### config.mk
export PLATFORM = sky130hd
export DESIGN_NAME = a_mcp_send
export DESIGN_NICKNAME = d
export VERILOG_FILES = /design/src/rtl/mcp_pkg.sv /design/src/rtl/pulse_gen.sv /design/src/rtl/a_mcp_send.sv
export SDC_FILE = /design/constraint.sdc
export NUM_CORES = 1
export LEC_CHECK = 0
export CORE_MARGIN = 3
export CORE_UTILIZATION = 49
export CTS_CLUSTER_SIZE = 30
export DETAILED_ROUTE_END_ITERATION = 12
export PLACE_DENSITY = 0.78
export RECOVER_POWER = 100
export SLEW_MARGIN = 5
export SYNTH_ARGS = -nofsm -noshare
export SYNTH_HDL_FRONTEND = slang
export SYNTH_SLANG_ARGS = --single-unit
export TNS_END_PERCENT = 20
### constraint.sdc
create_clock -name aclk -period 1.9 [get_ports aclk]
set_clock_uncertainty 0.1 [all_clocks]
set_input_delay 0.285 -clock aclk [delete_from_list [all_inputs] [get_ports aclk]]
set_output_delay 0.285 -clock aclk [all_outputs]
set_load 0.01 [all_outputs]
### src/rtl/mcp_pkg.sv
// Shared definitions for the multi-cycle-path (MCP) crossing.
// The send and receive FSMs use the same two-state encoding.
package mcp_pkg;

    typedef enum logic {
        MCP_READY = 1'b0,
        MCP_BUSY  = 1'b1
    } mcp_state_t;

endpackage

### src/rtl/pulse_gen.sv
// Toggle-to-pulse converter.
// Emits a one-cycle pulse on every change of d_i.
// Ports:
//   clk     - clock
//   rst_n   - asynchronous, active-low reset
//   d_i     - level/toggle input, already synchronous to clk
//   pulse_o - high for one cycle after each change of d_i
module pulse_gen (
    input  logic clk,
    input  logic rst_n,
    input  logic d_i,
    output logic pulse_o
);

    logic d_q;

    always_ff @(posedge clk or negedge rst_n) begin
        if (!rst_n) begin
            d_q <= 1'b0;
        end else begin
            d_q <= d_i;
        end
    end

    // Combinational, so the pulse appears in the cycle right after d_i changes.
    assign pulse_o = d_i ^ d_q;

endmodule

### src/rtl/a_mcp_send.sv
// Sending side of the MCP clock-domain crossing (aclk domain).
// The block captures a source word and holds it on adata. It then flips
// a_en to announce the word. It waits for the b domain to answer with a
// b_ack toggle. A one-word pending buffer absorbs the next word while the
// current one is in flight.
// Ports:
//   aclk, arst - clock and asynchronous active-high reset
//   adatain    - word from the source
//   asend      - source offers adatain
//   aready     - block can accept a word this cycle
//   adata      - held word (crosses unsynchronized)
//   a_en       - toggle, each flip announces a new adata
//   b_ack      - acknowledge toggle from the b domain (unsynchronized)
//   abusy      - a word is in flight
//   acount     - number of acknowledged words, wraps
module a_mcp_send
    import mcp_pkg::*;
#(
    parameter int WIDTH = 8,
    parameter int CNT_W = 16
) (
    input  logic             aclk,
    input  logic             arst,
    input  logic [WIDTH-1:0] adatain,
    input  logic             asend,
    output logic             aready,
    output logic [WIDTH-1:0] adata,
    output logic             a_en,
    input  logic             b_ack,
    output logic             abusy,
    output logic [CNT_W-1:0] acount
);

    logic             aq1_ack_q;
    logic             aq2_ack_q;
    logic             a_ack;
    logic             accept;

    mcp_state_t       state_q;
    logic [WIDTH-1:0] adata_q;
    logic             a_en_q;
    logic             aready_q;
    logic             abusy_q;
    logic [WIDTH-1:0] pend_q;
    logic             pend_v_q;
    logic [CNT_W-1:0] acount_q;
    logic [CNT_W-1:0] acount_d;

    // Two-flop synchronizer for the incoming acknowledge toggle.
    always_ff @(posedge aclk or posedge arst) begin
        if (arst) begin
            aq1_ack_q <= 1'b0;
            aq2_ack_q <= 1'b0;
        end else begin
            aq1_ack_q <= b_ack;
            aq2_ack_q <= aq1_ack_q;
        end
    end

    pulse_gen u_ack_pulse (
        .clk     (aclk),
        .rst_n   (~arst),
        .d_i     (aq2_ack_q),
        .pulse_o (a_ack)
    );

    // aready_q always mirrors ~pend_v_q, so there can be no accept
    // while a word is pending.
    assign accept   = asend & aready_q;
    assign acount_d = acount_q + CNT_W'(1);

    always_ff @(posedge aclk or posedge arst) begin
        if (arst) begin
            state_q  <= MCP_READY;
            adata_q  <= '0;
            a_en_q   <= 1'b0;
            aready_q <= 1'b1;
            abusy_q  <= 1'b0;
            pend_q   <= '0;
            pend_v_q <= 1'b0;
            acount_q <= '0;
        end else begin
            case (state_q)
                MCP_READY: begin
                    // An ack seen here is a protocol violation and is ignored.
                    if (accept) begin
                        adata_q <= adatain;
                        a_en_q  <= ~a_en_q;
                        abusy_q <= 1'b1;
                        state_q <= MCP_BUSY;
                    end
                end
                MCP_BUSY: begin
                    if (a_ack) begin
                        acount_q <= acount_d;
                        if (pend_v_q) begin
                            adata_q  <= pend_q;
                            a_en_q   <= ~a_en_q;
                            pend_v_q <= 1'b0;
                            aready_q <= 1'b1;
                        end else if (accept) begin
                            adata_q <= adatain;
                            a_en_q  <= ~a_en_q;
                        end else begin
                            abusy_q <= 1'b0;
                            state_q <= MCP_READY;
                        end
                    end else if (accept) begin
                        // adata stays frozen until its ack, so park the word.
                        pend_q   <= adatain;
                        pend_v_q <= 1'b1;
                        aready_q <= 1'b0;
                    end
                end
                default: state_q <= MCP_READY;
            endcase
        end
    end

    assign aready = aready_q;
    assign adata  = adata_q;
    assign a_en   = a_en_q;
    assign abusy  = abusy_q;
    assign acount = acount_q;

endmodule

; Word-level counts from Yosys, hierarchy flattened
; Index checks and enable logic that the tools add are counted.
[totals]
regBits = 40
word_cells = 49
[op_classes]
mux = 21
eq_ne = 5
n_bitwise = 5
n_reduce_logical = 6
n_addsub = 1
[op_table]
columns = op, n
row1 = 2-to-1 mux 8 bit, 3
row2 = "adder 16 x 1 -> 16 bit, second input constant", 1
row3 = one-hot mux 8 bit (2 select lines), 1
row4 = 2-to-1 mux 1 bit, 14
row5 = "inequality test 2 bit, second input constant", 4
row6 = one-hot mux 1 bit (2 select lines), 3
row7 = AND reduction 3 bit, 2
row8 = AND reduction 2 bit, 2
row9 = AND reduction 4 bit, 1
row10 = inverter 1 bit, 3
row11 = "inequality test 2 x 1 -> 1 bit, second input constant", 1
row12 = nonzero test 2 bit, 1
row13 = bitwise AND 1 bit, 1
row14 = XOR 1 bit, 1

; Logic depth before layout (Yosys ltp)
[depth]
depth_word = 5
ltp_mapped = 6
mapped_depth_nobuf = 5

; Hierarchy
; A second synthesis with hierarchy kept.
[hier_totals]
cells_unflattened = 133
area_unflattened_um2 = 1727.9
[by_module_without_submodules]
columns = mod, area_each_um2, n_inst, cells_each
row1 = a_mcp_send, 1694.1, 1, 131
row2 = pulse_gen, 33.8, 1, 2

; Worst setup path before layout
; OpenSTA, ideal clock, no wires.
[synth_path]
path_kind = flip-flop to flip-flop
startpoint = register u_ack_pulse.d_q
endpoint = register pend_q[0]
path_slack_ps = 270
stages_incl_launch_ff = 5
period_less_slack_ps = 1630
required_ps = 1675
arrival_ps = 1405
cell_sequence = dfrtp_1 xnor2_4 and3_1 buf_6 mux2_4
[synth_between]
elab_chain_len = 3
[synth_lines]
columns = item, line
row1 = "start, declared", pulse_gen.sv:15  ; logic d_q;
row2 = "start signal, assigned", pulse_gen.sv:21  ; d_q <= d_i;
row3 = XOR 1 bit, pulse_gen.sv:26  ; assign pulse_o = d_i ^ d_q;
row4 = inverter 1 bit (no line), -
row5 = AND reduction 3 bit (no line), -
row6 = "end signal, assigned", a_mcp_send.sv:110  ; pend_q <= adatain;
row7 = "end, declared", a_mcp_send.sv:44  ; logic [WIDTH-1:0] pend_q;
; Every way passes these cells.
; A chain may end at the register's enable or synchronous reset.

; Worst setup path after layout
[layout_path]
startpoint = register aready_q, in the netlist aready
endpoint = output aready
[layout_rtl]
columns = item, line
row1 = "start, declared", a_mcp_send.sv:42  ; logic aready_q;
row2 = "start signal, assigned", a_mcp_send.sv:77  ; aready_q <= 1'b1;
row3 = "start signal, assigned", a_mcp_send.sv:100  ; aready_q <= 1'b1;
row4 = "start signal, assigned", a_mcp_send.sv:112  ; aready_q <= 1'b0;
row5 = "end, declared", a_mcp_send.sv:26  ; output logic aready,
; No word-level cell between the ends.

==> impl_metrics.tcl <==
set metrics [dict create \
    hp_class "reg -> reg" \
    worst-r2r-cell-count 4 \
    cell_taking_the_most_area_after_synthesis "sky130_fd_sc_hd__dfrtp_1" \
    p_sw_frac 0.345 \
    largest_reg_flops 16 \
    final_layout_size_suffix_gt1_frac 0.0829 \
    setup.worst_path.start_class "flop" \
    fp-row-count 20 \
    die_width_um 65.4 \
    hold-worst-slack_ns 0.272 \
    cts-hold-fix-buffers 0 \
    critPathLaunch "aready$_DFFE_PP1P_" \
    ctsLongestPathBuffers 2 \
    internal_power_mw 1.87 \
    post_cts_resized 0 \
    regToRegEndpoint "pend_q[2]$_DFFE_PP0P_" \
    grt_util_overall 0.180 \
    dpl_cell_area_um2 2200 \
    layout.cells.most_common "sky130_fd_sc_hd__dfrtp_1" \
    overflow 0 \
    place.detailed.instances 217 \
    clk_pin_slew_worst_paths_ns 0.11 \
    grt_pass1_wl_mm 5.73 \
    antenna_cells 0 \
    clk-insertion-delay-late_ns 0.34 \
    routabilityCongestion 0.787 \
    p_leak_nw 1.01 \
    critical_path_class "reg -> out" \
    syn-num-nets 146 \
    portion_of_the_clock_cycle_consumed_by_the_worst_path_in_the_final_layout 0.963 \
    worstPathCellList "clkdlybuf4s50_1" \
    die_height_um 65.4 \
    synth.cell_area_um2 1730 \
    buffer_type_at_the_clock_tree_root "sky130_fd_sc_hd__clkbuf_4" \
    outcome "completed" \
    post_synth_inst_count 133 \
    grt_start_max_net_pins 41 \
    rsz0062_at_grt "no" \
    drt_drc_violations_left 0 \
    finalCriticalPeriod_ns 1.83 \
    die_area_um2 4280 \
    synth-warning-count 0 \
    tritoncts "yes" \
    number_of_buffer_and_inverter_stages_on_the_critical_path 1 \
    ir_drop_mv 0.771 \
    drt_wl_total_mm 3.29 \
    worst_ep_required_time_ns 1.51 \
    first_global_vias 1241 \
    setup-violations-final 0 \
    drv_slew 0 \
    critical-path-slowest-cell "sky130_fd_sc_hd__dfstp_2" \
    number_of_vias_per_cell 5.11 \
    layout.cells.non_filler 225 \
    final_area_um2 2180 \
    critical_path.endpoint_type "output pin" \
    dp_hpwl_mm 2.44 \
    power_frac_clock 0.142 \
    worst_slew_margin_rel 0.361 \
    cts-htree-levels 2 \
    cap_violations 0 \
    crit_path_end "aready" \
    critical_path_cell_count 1 \
    route.detailed.wl_per_inst_um 14.6 \
    crit_arrival_ns 1.44 \
    timing_hold_violations_final 0 \
    top_area_cell_type_share_of_the_netlist_area 0.564 \
    antenna_found_initial 0 \
    setup.reg_to_reg.worst_slack_ns 0.14 \
    drtPass1Iterations 4 \
    number_of_library_cell_types_mapped_by_synthesis 27 \
    power.share.sequential 0.487 \
    dr_total_vias 1150 \
    layout.cells.most_common_list "sky130_fd_sc_hd__dfrtp_1, sky130_fd_sc_hd__dlygate4sd3_1, sky130_fd_sc_hd__clkdlybuf4s50_1" \
    critPathMaxFanout 3 \
    syn-mean-instance-area_um2 13.0 \
    maxClockFrequency_ghz 0.547 \
    worstReg2RegStart "u_ack_pulse.d_q$_DFF_PP0_" \
    critical_path.max_stage_delay_ns 0.57 \
    post_synth_main_area_contributors "sky130_fd_sc_hd__dfrtp_1, sky130_fd_sc_hd__mux2_4, sky130_fd_sc_hd__xnor2_1" \
    synth-seq-area-share 0.580 \
    crit_family "flip-flops" \
    top_ports 39 \
    route.antenna.remaining_nets 0 \
    core_area_um2 3200 \
    start_util 0.540 \
    ys_seq_elements 40 \
    cts_setup_buffers 0 \
    fin_nets 193 \
    final.setup.tns_ns 0 \
    power-per-cell-area_nw_per_um2 1310 \
    cts_made_buffers 5 \
    worst-slew-pin-transition_ns 0.959 \
    power.switching_mw 0.985 \
    syn2layout_area_growth_pct 26.3 \
    cts_sinks 40 \
    buffer_ports.inserted 38 \
    final_core_util 0.682 \
    drt_iter0_drc 56 \
    pwr-share-comb 0.370 \
]
[metal layers]
metal | share of wire | global-route usage | vias up
li1 | - | - | 554
met3 | 0.066 | 0.0684 | 7
met2 | 0.51 | 0.302 | 35
met5 | 0 | 0 | -
met1 | 0.41 | 0.210 | 554
met4 | 0.015 | 0.0622 | 0
[kinds of logic (layout without fill, tap and decap cells)]
kind of cell / after synthesis / count (layout) / share of synthesized area
AOI/OAI and AO/OA: 13 / 13 / 0.0506
and+or+nand+nor: 39 / 39 / 0.120
buffers and inverters: 6 / 54 / 0.0232
muxes: 17 / 17 / 0.122
DFF: 40 / 40 / 0.580
xor gates and xnor gates: 17 / 17 / 0.0970
adders and majority gates: 1 / 1 / 0.00723
[power groups by stage]
stage,clock network [mW],registers (mW),logic (mW)
2_1_floorplan,0,1.42,0.642
3_3_place_gp,0,1.40,1.17
3_5_place_dp,0,1.42,1.21
4_1_cts,0.418,1.41,1.21
5_1_grt,0.463,1.44,1.17
6_report,0.406,1.39,1.06
[worst min-delay path by stage]
stage / start / endpoint / slack, ns / cells after the start
floorplan: b_ack / aq1_ack_q$_DFF_PP0_ / 0.22 / 0
global placement: aq1_ack_q$_DFF_PP0_ / aq2_ack_q$_DFF_PP0_ / 0.24 / 0
detailed placement: aq1_ack_q$_DFF_PP0_ / aq2_ack_q$_DFF_PP0_ / 0.25 / 0
CTS: arst / acount[8]$_DFFE_PP0P_ / 0.20 / 3
global route: aq1_ack_q$_DFF_PP0_ / aq2_ack_q$_DFF_PP0_ / 0.30 / 0
finish: aq1_ack_q$_DFF_PP0_ / aq2_ack_q$_DFF_PP0_ / 0.27 / 0
[Yosys cell counts (all sizes together)]
library cell,n
buf,4
xor2,5
a2bb2oi,1
nor2,12
mux2i,8
mux2,9
a21oi,9
nor4,2
nor2b,1
dfrtp,39
a22oi,1
o31ai,1
xnor2,12
nor3,2
nand2,8
nand4,5
o21ai,1
dfstp,1
inv,2
ha,1
and3,3
nand3,6
[metrics by stage]
| step | total power, mW | worst slack (ns) |
|---|---|---|
| 3_3_place_gp | 2.57 | 0.119 |
| 3_5_place_dp | 2.63 | 0.0818 |
| 5_1_grt | 3.07 | 0.00514 |
| 2_1_floorplan | 2.07 | 0.270 |
| 4_1_cts | 3.04 | 0.0523 |
| 6_report | 2.85 | 0.0702 |
[final cells by class]
class / count / area (um^2)
fill: 282 / 1020
sequential: 40 / 1000
multi-input combinational: 87 / 639
inverter: 2 / 7.51
timing repair buffer: 44 / 432
clock buffer: 8 / 48.8
tap: 44 / 55.1
Note: power is estimated with default switching activity, not from simulation.
